### src/rtl/traffic_pkg.sv
// traffic_pkg
// Shared definitions for the traffic-light controller and its sensor stage.
// Contents:
//   db_state_t - lane debounce states (IDLE / RISE / OCCUPIED / FALL)
//   LIGHT_*    - light encodings {Red, Yellow, Green} used by the controller
package traffic_pkg;

  typedef enum logic [1:0] {
    DB_IDLE     = 2'd0,
    DB_RISE     = 2'd1,
    DB_OCCUPIED = 2'd2,
    DB_FALL     = 2'd3
  } db_state_t;

  localparam logic [1:0] LIGHT_RED    = 2'd0;
  localparam logic [1:0] LIGHT_YELLOW = 2'd1;
  localparam logic [1:0] LIGHT_GREEN  = 2'd2;

endpackage

### src/rtl/lane_debounce.sv
// lane_debounce
// Synchronises one raw loop sensor and debounces it; emits a one-cycle
// vehicle event each time the lane goes from empty to occupied.
// Ports:
//   clk      in  system clock
//   reset    in  synchronous active-high reset
//   car      in  raw asynchronous sensor, 1 = vehicle present
//   vehicle  out one-cycle event, decoded from registered state only
// Parameter: DEBOUNCE_CYCLES (>=1) consecutive samples to accept a change.
module lane_debounce
  import traffic_pkg::*;
#(
  parameter int DEBOUNCE_CYCLES = 4
) (
  input  logic clk,
  input  logic reset,
  input  logic car,
  output logic vehicle
);

  localparam int STB_W = (DEBOUNCE_CYCLES < 2) ? 1 : $clog2(DEBOUNCE_CYCLES + 1);
  localparam logic [STB_W-1:0] STB_LAST = STB_W'(DEBOUNCE_CYCLES - 1);
  // With a one-sample debounce the RISE/FALL states resolve immediately.
  localparam logic SINGLE = (DEBOUNCE_CYCLES == 1) ? 1'b1 : 1'b0;

  if (DEBOUNCE_CYCLES < 1) begin : g_bad_debounce
    $error("lane_debounce: DEBOUNCE_CYCLES must be >= 1");
  end

  logic             sync1_r;
  logic             sync2_r;
  db_state_t        state_r;
  logic [STB_W-1:0] stable_r;

  // Two-flop synchroniser for the asynchronous sensor.
  always_ff @(posedge clk) begin
    if (reset) begin
      sync1_r <= 1'b0;
      sync2_r <= 1'b0;
    end else begin
      sync1_r <= car;
      sync2_r <= sync1_r;
    end
  end

  // Debounce FSM; stable_r counts consecutive samples at the new level.
  always_ff @(posedge clk) begin
    if (reset) begin
      state_r  <= DB_IDLE;
      stable_r <= '0;
    end else begin
      case (state_r)
        DB_IDLE: begin
          if (sync2_r) begin
            if (SINGLE) begin
              state_r <= DB_OCCUPIED;
            end else begin
              state_r  <= DB_RISE;
              stable_r <= STB_W'(1);
            end
          end
        end
        DB_RISE: begin
          if (!sync2_r) begin
            state_r <= DB_IDLE;
          end else if (stable_r == STB_LAST) begin
            state_r <= DB_OCCUPIED;
          end else begin
            stable_r <= stable_r + STB_W'(1);
          end
        end
        DB_OCCUPIED: begin
          if (!sync2_r) begin
            if (SINGLE) begin
              state_r <= DB_IDLE;
            end else begin
              state_r  <= DB_FALL;
              stable_r <= STB_W'(1);
            end
          end
        end
        DB_FALL: begin
          if (sync2_r) begin
            state_r <= DB_OCCUPIED;
          end else if (stable_r == STB_LAST) begin
            state_r <= DB_IDLE;
          end else begin
            stable_r <= stable_r + STB_W'(1);
          end
        end
        default: begin
          state_r  <= DB_IDLE;
          stable_r <= '0;
        end
      endcase
    end
  end

  // Event fires in the cycle whose closing edge moves the FSM into OCCUPIED,
  // so the accumulator counts it on that same edge.
  always_comb begin
    vehicle = 1'b0;
    if (sync2_r && (state_r == DB_RISE) && (stable_r == STB_LAST)) begin
      vehicle = 1'b1;
    end else if (sync2_r && SINGLE && (state_r == DB_IDLE)) begin
      vehicle = 1'b1;
    end else begin
      vehicle = 1'b0;
    end
  end

endmodule

### src/rtl/traffic_density_detector.sv
// traffic_density_detector
// Counts debounced vehicles per lane over a fixed window and raises the
// high_ns / high_ew demand flags for the traffic-light controller.
// Ports:
//   clk, reset           system clock, synchronous active-high reset
//   ns_car, ew_car       raw asynchronous loop sensors
//   high_ns, high_ew     demand flags (registered)
//   ns_count, ew_count   vehicle counts of the last completed window
//   window_tick          high during the last cycle of each window
// Build option: DENSITY_HYST_EN selects hysteresis (HIGH_TH set / LOW_TH
// clear); without it the flag is simply (count >= HIGH_TH) each window.
module traffic_density_detector
  import traffic_pkg::*;
#(
  parameter int DEBOUNCE_CYCLES = 4,
  parameter int WINDOW_CYCLES   = 1000,
  parameter int CNT_W           = 8,
  parameter int HIGH_TH         = 20,
  parameter int LOW_TH          = 10
) (
  input  logic             clk,
  input  logic             reset,
  input  logic             ns_car,
  input  logic             ew_car,
  output logic             high_ns,
  output logic             high_ew,
  output logic [CNT_W-1:0] ns_count,
  output logic [CNT_W-1:0] ew_count,
  output logic             window_tick
);

  localparam int WIN_W = (WINDOW_CYCLES <= 2) ? 1 : $clog2(WINDOW_CYCLES);
  localparam logic [WIN_W-1:0] WIN_LAST = WIN_W'(WINDOW_CYCLES - 1);
  localparam logic [WIN_W-1:0] WIN_PRE  = WIN_W'(WINDOW_CYCLES - 2);
  localparam logic [CNT_W-1:0] HIGH_V   = CNT_W'(HIGH_TH);

  if (WINDOW_CYCLES < 2) begin : g_bad_window
    $error("traffic_density_detector: WINDOW_CYCLES must be >= 2");
  end
  if ((LOW_TH >= HIGH_TH) || (HIGH_TH > ((1 << CNT_W) - 1))) begin : g_bad_th
    $error("traffic_density_detector: need LOW_TH < HIGH_TH <= 2^CNT_W-1");
  end

  logic             ns_event_s;
  logic             ew_event_s;
  logic [WIN_W-1:0] win_r;
  logic [CNT_W-1:0] ns_acc_r;
  logic [CNT_W-1:0] ew_acc_r;
  logic [CNT_W-1:0] ns_final_s;
  logic [CNT_W-1:0] ew_final_s;
  logic             ns_flag_s;
  logic             ew_flag_s;

  lane_debounce #(.DEBOUNCE_CYCLES(DEBOUNCE_CYCLES)) u_ns_debounce (
    .clk     (clk),
    .reset   (reset),
    .car     (ns_car),
    .vehicle (ns_event_s)
  );

  lane_debounce #(.DEBOUNCE_CYCLES(DEBOUNCE_CYCLES)) u_ew_debounce (
    .clk     (clk),
    .reset   (reset),
    .car     (ew_car),
    .vehicle (ew_event_s)
  );

  function automatic logic [CNT_W-1:0] sat_inc(input logic [CNT_W-1:0] a,
                                               input logic inc);
    if (inc && (a != {CNT_W{1'b1}})) begin
      sat_inc = a + CNT_W'(1);
    end else begin
      sat_inc = a;
    end
  endfunction

  // Window counter; the tick is registered one cycle ahead so that it is
  // high exactly while the counter sits on its last value.
  always_ff @(posedge clk) begin
    if (reset) begin
      win_r       <= '0;
      window_tick <= 1'b0;
    end else begin
      if (win_r == WIN_LAST) begin
        win_r <= '0;
      end else begin
        win_r <= win_r + WIN_W'(1);
      end
      window_tick <= (win_r == WIN_PRE);
    end
  end

  // Closing totals include an event arriving on the tick cycle itself.
  always_comb begin
    ns_final_s = sat_inc(ns_acc_r, ns_event_s);
    ew_final_s = sat_inc(ew_acc_r, ew_event_s);
  end

  // Next flag values from the closing totals.
  always_comb begin
    ns_flag_s = high_ns;
    ew_flag_s = high_ew;
`ifdef DENSITY_HYST_EN
    if (ns_final_s >= HIGH_V) begin
      ns_flag_s = 1'b1;
    end else if (ns_final_s <= CNT_W'(LOW_TH)) begin
      ns_flag_s = 1'b0;
    end else begin
      ns_flag_s = high_ns;
    end
    if (ew_final_s >= HIGH_V) begin
      ew_flag_s = 1'b1;
    end else if (ew_final_s <= CNT_W'(LOW_TH)) begin
      ew_flag_s = 1'b0;
    end else begin
      ew_flag_s = high_ew;
    end
`else
    ns_flag_s = (ns_final_s >= HIGH_V);
    ew_flag_s = (ew_final_s >= HIGH_V);
`endif
  end

  // Accumulators, published counts and flags.
  always_ff @(posedge clk) begin
    if (reset) begin
      ns_acc_r <= '0;
      ew_acc_r <= '0;
      ns_count <= '0;
      ew_count <= '0;
      high_ns  <= 1'b0;
      high_ew  <= 1'b0;
    end else if (window_tick) begin
      ns_acc_r <= '0;
      ew_acc_r <= '0;
      ns_count <= ns_final_s;
      ew_count <= ew_final_s;
      high_ns  <= ns_flag_s;
      high_ew  <= ew_flag_s;
    end else begin
      ns_acc_r <= ns_final_s;
      ew_acc_r <= ew_final_s;
    end
  end

endmodule
### config.mk
export PLATFORM = sky130hd
export DESIGN_NAME = traffic_density_detector
export DESIGN_NICKNAME = d
export VERILOG_FILES = /design/src/rtl/traffic_pkg.sv /design/src/rtl/lane_debounce.sv /design/src/rtl/traffic_density_detector.sv
export SDC_FILE = /design/constraint.sdc
export NUM_CORES = 1
export LEC_CHECK = 0
export ABC_AREA = 1
export BUFFER_PORTS_ARGS = -buffer_cell sky130_fd_sc_hd__buf_2
export CORE_MARGIN = 3
export CORE_UTILIZATION = 40
export DETAILED_ROUTE_END_ITERATION = 12
export SLEW_MARGIN = 30
export SYNTH_ARGS = -nofsm -noshare
export SYNTH_HDL_FRONTEND = slang
export SYNTH_SLANG_ARGS = --single-unit
### constraint.sdc
create_clock -name clk -period 2.5 [get_ports clk]
set_input_delay 0.125 -clock clk [delete_from_list [all_inputs] [get_ports clk]]
set_output_delay 0.125 -clock clk [all_outputs]
set_load 0.03 [all_outputs]
# Yosys cells after proc, flatten, opt, wreduce, memory -nomap -nowiden
# Index checks and enable logic that the tools add are counted.
# totals
output_inout_bits,19
mem_bits_ro,0
elab_cells,91
ff_bits,59
ramBits,0
memories,0
latch_bits,0
input_bits,4
# classes
n_eq_ne,24
div_mod_pow,0
bitwise_logic,0
n_reduce_logical,14
n_mul,0
n_addsub,5
shift,0
muxes,30
order_cmp,2
# ops
op,n
3-bit 2-to-1 mux,10
2-bit 2-to-1 mux,12
3-bit one-hot mux with 4 select lines,2
10-bit equality test (second input constant),2
8-bit by 1-bit adder with 8-bit output (second input constant),2
8-bit by 5-bit greater-or-equal comparator with 1-bit output (second input constant),2
8-bit 2-to-1 mux,2
8-bit != test (second input constant),2
2-bit one-hot mux with 4 select lines,2
4-bit AND reduction,4
10-bit by 1-bit adder with 10-bit output (second input constant),1
2-bit equality test (second input constant),4
2-bit by 1-bit != test with 1-bit output (second input constant),4
2-bit != test (second input constant),4
3-bit by 1-bit adder with 3-bit output (second input constant),2
3-bit by 2-bit equality test with 1-bit output (second input constant),2
1-bit logical AND,6
3-bit by 1-bit != test with 1-bit output (second input constant),2
3-bit != test (second input constant),2
2-bit by 1-bit equality test with 1-bit output (second input constant),2
2-bit logical NOT,2
2-bit OR reduction,2
1-bit 2-to-1 mux,2

# Depth between registers and ports, before layout
# Gate-level depths: netlist (run 1).
# depth
ltp_word,7
mapped_depth,12
depth_no_buf,12

# Modules after synthesis
# A second synthesis (run 1) with hierarchy kept.
# unflattened
hier_cells,348
area_unflattened_um2,2655.0
# by_module_without_submodules
module,cells_each,seq_area_each_um2,n_inst,area_each_um2
traffic_density_detector,260,900.9,1,1984.4
lane_debounce,44,140.1,2,335.3

# Worst setup path before layout (run 1)
# No wires, ideal clock.
# synth_timing
path_type,register -> register
from,reg u_ew_debounce.stable_r[0]
to,reg high_ew
t_arrival_ns,1.384
setup_ns,0.117
required_time_ns,2.383
stages_incl_launch_ff,12
n_path_buf,0
setup_slack_ns,0.999
path_cell_list,dfxtp_1 -> ha_1 -> ha_1 -> nand3_2 -> nor2_4 -> nand2_4 -> inv_4 -> nand2_1 -> o21ai_1 -> nor2_1 -> nor2_1 -> nor2_1
# synth_between
elab_chain_cells,6
# synth_rtl
item,line_no,text
"start, declared",lane_debounce.sv:33,logic [STB_W-1:0] stable_r;
"start signal, assigned",lane_debounce.sv:69,stable_r <= stable_r + STB_W'(1);
"start signal, assigned",lane_debounce.sv:88,stable_r <= stable_r + STB_W'(1);
3-bit by 2-bit equality test with 1-bit output,lane_debounce.sv:103,if (sync2_r && (state_r == DB_RISE) && (stable_r == STB_LAST)) begin
1-bit logical AND,lane_debounce.sv:103,
1-bit 2-to-1 mux,lane_debounce.sv:103,
1-bit logical AND,traffic_density_detector.sv:70,if (inc && (a != {CNT_W{1'b1}})) begin
8-bit 2-to-1 mux,traffic_density_detector.sv:70,
8-bit by 5-bit greater-or-equal comparator with 1-bit output,traffic_density_detector.sv:120,ew_flag_s = (ew_final_s >= HIGH_V);
"end signal, assigned",traffic_density_detector.sv:139,high_ew <= ew_flag_s;
"end, declared",traffic_density_detector.sv:26,"output logic high_ew,"
# Every way passes these cells.
# A chain may end at the register's enable or synchronous reset.

# Final worst setup path (run 1)
# Same ends and word-level chain as after synthesis.

==> flow_summary.ini, run 1 <==
[outcome]
status = completed

[worst_setup_path]
crit_required_ns = 2.73
crit_path_max_fanout = 7
path_class = reg -> reg
start_kind = register
arrival_ns = 1.92
path_depth = 11
crit_family = simple AND/OR/NAND/NOR gates
reg2reg_depth = 11
path_buf_inv = 1
crit_chain = ha_1 -> ha_1 -> nand3_2 -> nor2_4 -> nand2_4 -> inv_4 -> nand2_1 -> o21ai_1 -> nor2_1 -> nor2_1 -> nor2_1
crit_path_end_kind = register
critPathSlowestCell = dfxtp_1
cpPeakStageDelay_ns = 0.35
crit_top_cell = nor2_1

[clock_network]
clkLatencyLatePin_ns = 0.33
ctsResizeCount = 0
cts_tree = done
clockBufferDepth = 2
cts_sinks = 59
htree_levels = 3
path_clk_slew_ns = 0.07
cts_buffers = 9
cts_root_buf = clkbuf_8

[final_layout]
fin_util_pct = 49.8
drive_above_1_share_pct = 15.7
antenna_cells = 0
stdcell_area_um2 = 3070
fin_nets = 390
fill_cells = 608
area_growth_pct = 16.1

[timing]
tightest_slew_ns = 0.565
slew_viol_final = 0
max_clock_freq_ghz = 0.590
slew_headroom_pct = 62.2
skew_ns = 0.0110
fin_crit_sh_pct = 67.8
post-route-min-period_ns = 1.70
finalSetupTns_ns = 0
setup_viol = 0
grt_setup_unrepaired = false
finalHoldViolCount = 0

[pwr]
p_leak_nw = 1.36
p_total_mw = 1.95
vdd_drop_max_mv = 0.366
cellPowerDensity_nw_per_um2 = 634

[synthesis]
yosysSeqAreaShare_pct = 44.7
synth_area_leader_cell = dfxtp_1
synthesis.area_um2 = 2640
synthMuxAreaShare_pct = 0.757
ys_ff_latch = 59
post-synth-top-count-cell = nand2_1
synth_xor_area_share_pct = 2.65
avgSynthCellArea_um2 = 7.60
ys_warn_count = 0
ys_top_cells_by_count = nand2_1, dfxtp_1, nor2_1
synth-async-reset-ratio_pct = 0
syn_nets = 360
synth_compound_area_share_pct = 7.15
synth-simple-area-share_pct = 33.9
synth_top_family_by_area = simple AND/OR/NAND/NOR gates
ys_types = 35
postSynthCellCount = 348
synth.top_cell.area_share_pct = 44.7
synth-edff-count = 0
yosys_most_used_dff = dfxtp_1
synthAdderAreaFrac_pct = 3.79
ys_top_cells_by_area = dfxtp_1, nand2_1, nor2_1, nand3_1, inv_1

[floorplanning]
fp.coreArea_um2 = 6170
die_h_um = 87.3
start_util_pct = 42.9
top_level_ports = 23
dieWidth_um = 87.3
die_area_um2 = 7620
rows = 28

[routing]
drc = 0
wl_mm = 5.28
firstDrtPassIters = 4
viasPerCell = 4.74
num_vias = 2171
drt_iter0_markers = 98
post_drt_wl_per_cell_um = 11.5
ant_nets = 0

[grt]
use_met3_pct = 6.43
antenna_found_initial = 0
grt_pass1_wl_mm = 9.26
grt_max_degree = 25
gr-total-overflow = 0
busiest_layer = met2
first_global_vias = 2069
grtUsageMet2_pct = 24.5
grtUsageTotal_pct = 15.6
met1_usage_pct = 19.4

[min_path]
min_path_type = in -> reg
whs_path_depth = 2

[placed_design]
detailed_place_hpwl_mm = 3.81
port_buffers = 22
gp_congestion = 0.825
place_area_um2 = 2830

[flow_run]
cap_violations = 0
final cells by class:
| cell class | instances | area [um2] | share of cell area, % |
|---|---|---|---|
| repair buffers | 25 | 138 | 4.48 |
| well taps | 75 | 93.8 | 3.06 |
| multi-input cells | 240 | 1270 | 41.5 |
| clock inverters | 4 | 73.8 | 2.40 |
| inverters | 43 | 164 | 5.34 |
| clock buffers | 12 | 145 | 4.73 |
| flip-flops and latches | 59 | 1180 | 38.5 |
through the flow:
step | hold slack, ns | worst slack, ns | instances
after global routing | 0.133 | 0.598 | 458
after detailed placement | 0.338 | 0.829 | 440
after global placement | 0.326 | 0.808 | 440
after floorplan | 0.209 | 0.999 | 348
final | 0.139 | 0.804 | 458
after CTS | 0.134 | 0.804 | 458
kinds of logic after synthesis:
logic type      count (synthesis)
compound gates                 35
xor+xnor                        8
fa+ha+maj                       8
buf+inv                        49
flops                          59
mux                             2
simple gates                  187
layout by cell type (no fill, tap or decap), drive strengths merged, types with 2 or more instances in the layout:
master / Yosys / final
nor2: 58 / 58
mux2i: 2 / 2
ha: 8 / 8
dfxtp: 59 / 59
nand3b: 3 / 3
clkinv: 2 / 4
bufinv: 0 / 2
nand2: 81 / 81
buf: 1 / 23
a21oi: 7 / 7
clkbuf: 5 / 12
inv: 41 / 41
or2: 3 / 3
nand4: 6 / 6
nand3: 32 / 32
a31oi: 2 / 2
xor2: 7 / 7
o21ai: 23 / 23
dlygate4sd3: 0 / 2
nor3: 2 / 2
nor3b: 2 / 2
path summary, 6_finish.rpt:
| path | to | slack, ns | startpoint |
|---|---|---|---|
| worst max-delay path | high_ew$_SDFFE_PP0P_ | 0.80 | u_ew_debounce.stable_r[0]$_SDFFE_PP0P_ |
| worst min-delay path | u_ns_debounce.sync1_r$_SDFF_PP0_ | 0.14 | reset |
| worst max register to register | high_ew$_SDFFE_PP0P_ | 0.80 | u_ew_debounce.stable_r[0]$_SDFFE_PP0P_ |
| worst min register to register | u_ew_debounce.sync2_r$_SDFF_PP0_ | 0.40 | u_ew_debounce.sync1_r$_SDFF_PP0_ |
power by group:
group / switching (mW) / leakage [nW] / internal [mW] / total [mW]
sequential: 0.00733 / 0.477 / 0.950 / 0.957
combinational: 0.0265 / 0.776 / 0.0123 / 0.0388
clock: 0.363 / 0.111 / 0.589 / 0.952
layer usage:
metal	vias to the layer above	routed length, um
li1	1168	-
met1	972	2620
met2	25	2390
met3	6	197
met4	0	68
met5	-	0
flip-flops by register name (all words and copies together), names as in the netlist, named ones only:
name and count:
u_ew_debounce.stable_r 3, high_ew 1, u_ew_debounce.state_r 1, u_ns_debounce.sync2_r 1, ew_acc_r 8, window_tick 1, ew_count 8, high_ns 1
u_ns_debounce.stable_r 3, ns_count 8, u_ew_debounce.sync1_r 1, u_ns_debounce.state_r 1, u_ns_debounce.sync1_r 1, ns_acc_r 8, u_ew_debounce.sync2_r 1, win_r 10
repair_timing:
action / CTS / global route
setup buffers: 0 / 0
hold endpoints to repair: 2 / 0
hold buffers: 2 / 0
No activity file was read; power rests on OpenSTA's default activity.
==> inputs of run 2 (changes only) <==
--- a/config.mk
+++ b/config.mk
@@ -5,7 +5,7 @@
 export SDC_FILE = /design/constraint.sdc
 export NUM_CORES = 1
 export LEC_CHECK = 0
-export ABC_AREA = 1
+export ABC_AREA = 0
 export BUFFER_PORTS_ARGS = -buffer_cell sky130_fd_sc_hd__buf_2
 export CORE_MARGIN = 3
 export CORE_UTILIZATION = 40
==> constraint.sdc (replaced) <==
create_clock -name clk -period 1.7 [get_ports clk]
set_input_delay 0.085 -clock clk [delete_from_list [all_inputs] [get_ports clk]]
set_output_delay 0.085 -clock clk [all_outputs]
set_load 0.03 [all_outputs]
==> run 2 against run 1 <==
The flow now finishes with violations (setup timing). First-iteration DRC count down 4.1%. Count of clock-buffer cells in the layout down 2. Non-clock buffer count up 27. Clock skew down 0.0066 ns. Combinational power up 83%. Critical path type unchanged. Highest routed layer unchanged.
==> flow_summary.ini, run 2 <==
[synthesis]
ys_top_cells_by_area = dfxtp_1, nor2_1, ha_1, a211oi_1, xnor2_1
synthesis.area_um2 = 2530
ys_types = 47
ys_top_cells_by_count = dfxtp_1, nor2_1, nand2_1
yosys_most_used_dff = dfxtp_1
synth-edff-count = 0
post-synth-top-count-cell = dfxtp_1
avgSynthCellArea_um2 = 9.32
postSynthCellCount = 272
ys_ff_latch = 59
syn_nets = 284
synth.top_cell.area_share_pct = 46.6
synth_area_leader_cell = dfxtp_1
ys_warn_count = 0
synth-async-reset-ratio_pct = 0
yosysSeqAreaShare_pct = 46.6

[grt]
antenna_found_initial = 0
first_global_vias = 1942
gr-total-overflow = 0
grtUsageTotal_pct = 14.9
busiest_layer = met2
grt_max_degree = 32
grtUsageMet2_pct = 22.5
met1_usage_pct = 18.8
use_met3_pct = 4.51
grt_pass1_wl_mm = 8.71

[clock_network]
cts_root_buf = clkbuf_8
htree_levels = 3
path_clk_slew_ns = 0.06
clockBufferDepth = 2
clkLatencyLatePin_ns = 0.33
cts_sinks = 59
cts_tree = done
cts_buffers = 9

[worst_setup_path]
crit_path_max_fanout = 7
crit_required_ns = 1.91
rrSetupSlack_ns = -0.11
crit_top_cell = ha_4
reg2reg_to = high_ns$_SDFFE_PP0P_
path_class = reg -> reg
reg2reg_from = u_ns_debounce.stable_r[1]$_SDFFE_PP0P_
arrival_ns = 2.01
crit_path_end_kind = register
crit_chain = ha_4 -> ha_4 -> and4b_2 -> nand4_1 -> mux2_4 -> and3b_1 -> a311oi_2
cpPeakStageDelay_ns = 0.35
reg2reg_depth = 7
start_kind = register
critPathSlowestCell = dfxtp_2

[pwr]
p_leak_nw = 1.39
p_total_mw = 2.71
vdd_drop_max_mv = 0.498
cellPowerDensity_nw_per_um2 = 800

[floorplanning]
die_h_um = 85.6
rows = 28
start_util_pct = 42.0
dieWidth_um = 85.6
top_level_ports = 23
die_area_um2 = 7320
fp.coreArea_um2 = 6030

[placed_design]
gp_congestion = 0.830
detailed_place_hpwl_mm = 3.39
dp_slack_ns = -0.121
port_buffers = 22

[final_layout]
area_growth_pct = 33.8
max_flop_register = win_r
fin_util_pct = 56.3
layout_commonest_cell = nor2_1
regArea_um2 = 1190
drive_above_1_share_pct = 36.0
fin_nets = 335
multi_input_area_um2 = 1530
fill_cells = 546
largest_reg_flops = 10
final_cell_mix = nor2_1, dfxtp_1, buf_4
antenna_cells = 0

[routing]
drc = 0
drt_iter0_markers = 94
ant_nets = 0
wl_mm = 5.02
num_vias = 2026
firstDrtPassIters = 4
post_drt_wl_per_cell_um = 12.5
viasPerCell = 5.03

[timing]
skew_ns = 0.00445
max_clock_freq_ghz = 0.554
setup_viol = 6
fin_crit_sh_pct = 106
grt_setup_unrepaired = true
tightest_slew_ns = 0.360
finalHoldViolCount = 0
slew_viol_final = 0
fin_ws_ns = -0.105
slew_headroom_pct = 76.0
post-route-min-period_ns = 1.81

[min_path]
min_path_type = in -> reg
min_to = ns_count[4]$_SDFFE_PP0P_
whs_path_depth = 2
min-delay-start = reset

[outcome]
status = finished with violations
violations = setup timing

[flow_run]
cap_violations = 0
-- run 2: changes by cell type after synthesis, moves of 7 or more --
cell,delta
nand2_1,-53
xnor2_1,+8
nand2_2,-7
nor2b_1,+7
inv_1,-30
o21ai_0,-18
nand3_1,-21
a211oi_1,+10
-- run 2: critical path, delay by kind of cell, from the launching register on --
kind | cells | cell delay [ns]
flops | 1 | 0.35
compound gates | 1 | 0.09
mux | 1 | 0.33
fa+ha+maj | 2 | 0.25
simple gates | 3 | 0.66
-- run 2: per-stage QoR --
stage	cells	hold slack, ns	instance area, um2	setup TNS (ns)
after floorplan	272	0.213	2590	-0.0283
after global placement	380	0.303	2930	-0.124
after detailed placement	380	0.302	2930	-0.311
after CTS	400	0.115	3210	-0.0961
after global routing	403	0.163	3390	-1.12
final	403	0.135	3390	-0.256
-- run 2: cell type report --
class / count / share of cell area, %
clock buffers: 10 / 4.06
well taps: 75 / 2.77
inverters: 8 / 0.886
repair buffers: 52 / 10.5
clock inverters: 6 / 1.62
multi-input cells: 193 / 45.1
flip-flops and latches: 59 / 35.1
-- run 2: cells by family after synthesis --
kind of cell | count (synthesis) | share of synthesized area, %
multiplexers | 13 | 5.43
AND/OR/NAND/NOR | 119 | 23.5
adder cells (fa/ha/maj) | 8 | 3.95
buffers and inverters | 20 | 3.06
AO/OA/AOI/OAI | 35 | 11.2
XOR/XNOR | 18 | 6.22
flip-flops | 59 | 46.6
-- run 2: how the worst max path moves through the flow --
stage | start | to | cells past startpoint
4_1_cts | u_ns_debounce.stable_r[1]$_SDFFE_PP0P_ | high_ns$_SDFFE_PP0P_ | 7
3_3_place_gp | u_ns_debounce.stable_r[1]$_SDFFE_PP0P_ | high_ns$_SDFFE_PP0P_ | 7
3_5_place_dp | u_ns_debounce.stable_r[1]$_SDFFE_PP0P_ | high_ns$_SDFFE_PP0P_ | 7
2_1_floorplan | u_ns_debounce.stable_r[1]$_SDFFE_PP0P_ | high_ns$_SDFFE_PP0P_ | 8
6_report | u_ns_debounce.stable_r[1]$_SDFFE_PP0P_ | high_ns$_SDFFE_PP0P_ | 7
5_1_grt | u_ns_debounce.stable_r[1]$_SDFFE_PP0P_ | high_ns$_SDFFE_PP0P_ | 7
-- run 2: routing by layer --
| metal | routed length [um] | up-vias |
|---|---|---|
| met2 | 2210 | 32 |
| met1 | 2480 | 940 |
| met5 | 0 | - |
| met4 | 85 | 0 |
| met3 | 250 | 8 |
| li1 | - | 1046 |
-- run 2: where the power goes --
group          switching, mW  internal, mW
registers             0.0129          1.40
logic                 0.0426        0.0283
clock network          0.527         0.703
total                  0.583          2.13
-- run 2: what timing repair did --
action                                 in CTS  in global routing
pin swaps                                   4                 12
gates resized for setup                     9                 33
hold buffers                                2                  0
setup endpoints to repair                  10                 20
endpoints found under the hold margin       2                  0
cloned                                      0                  0
setup buffers                               2                  3
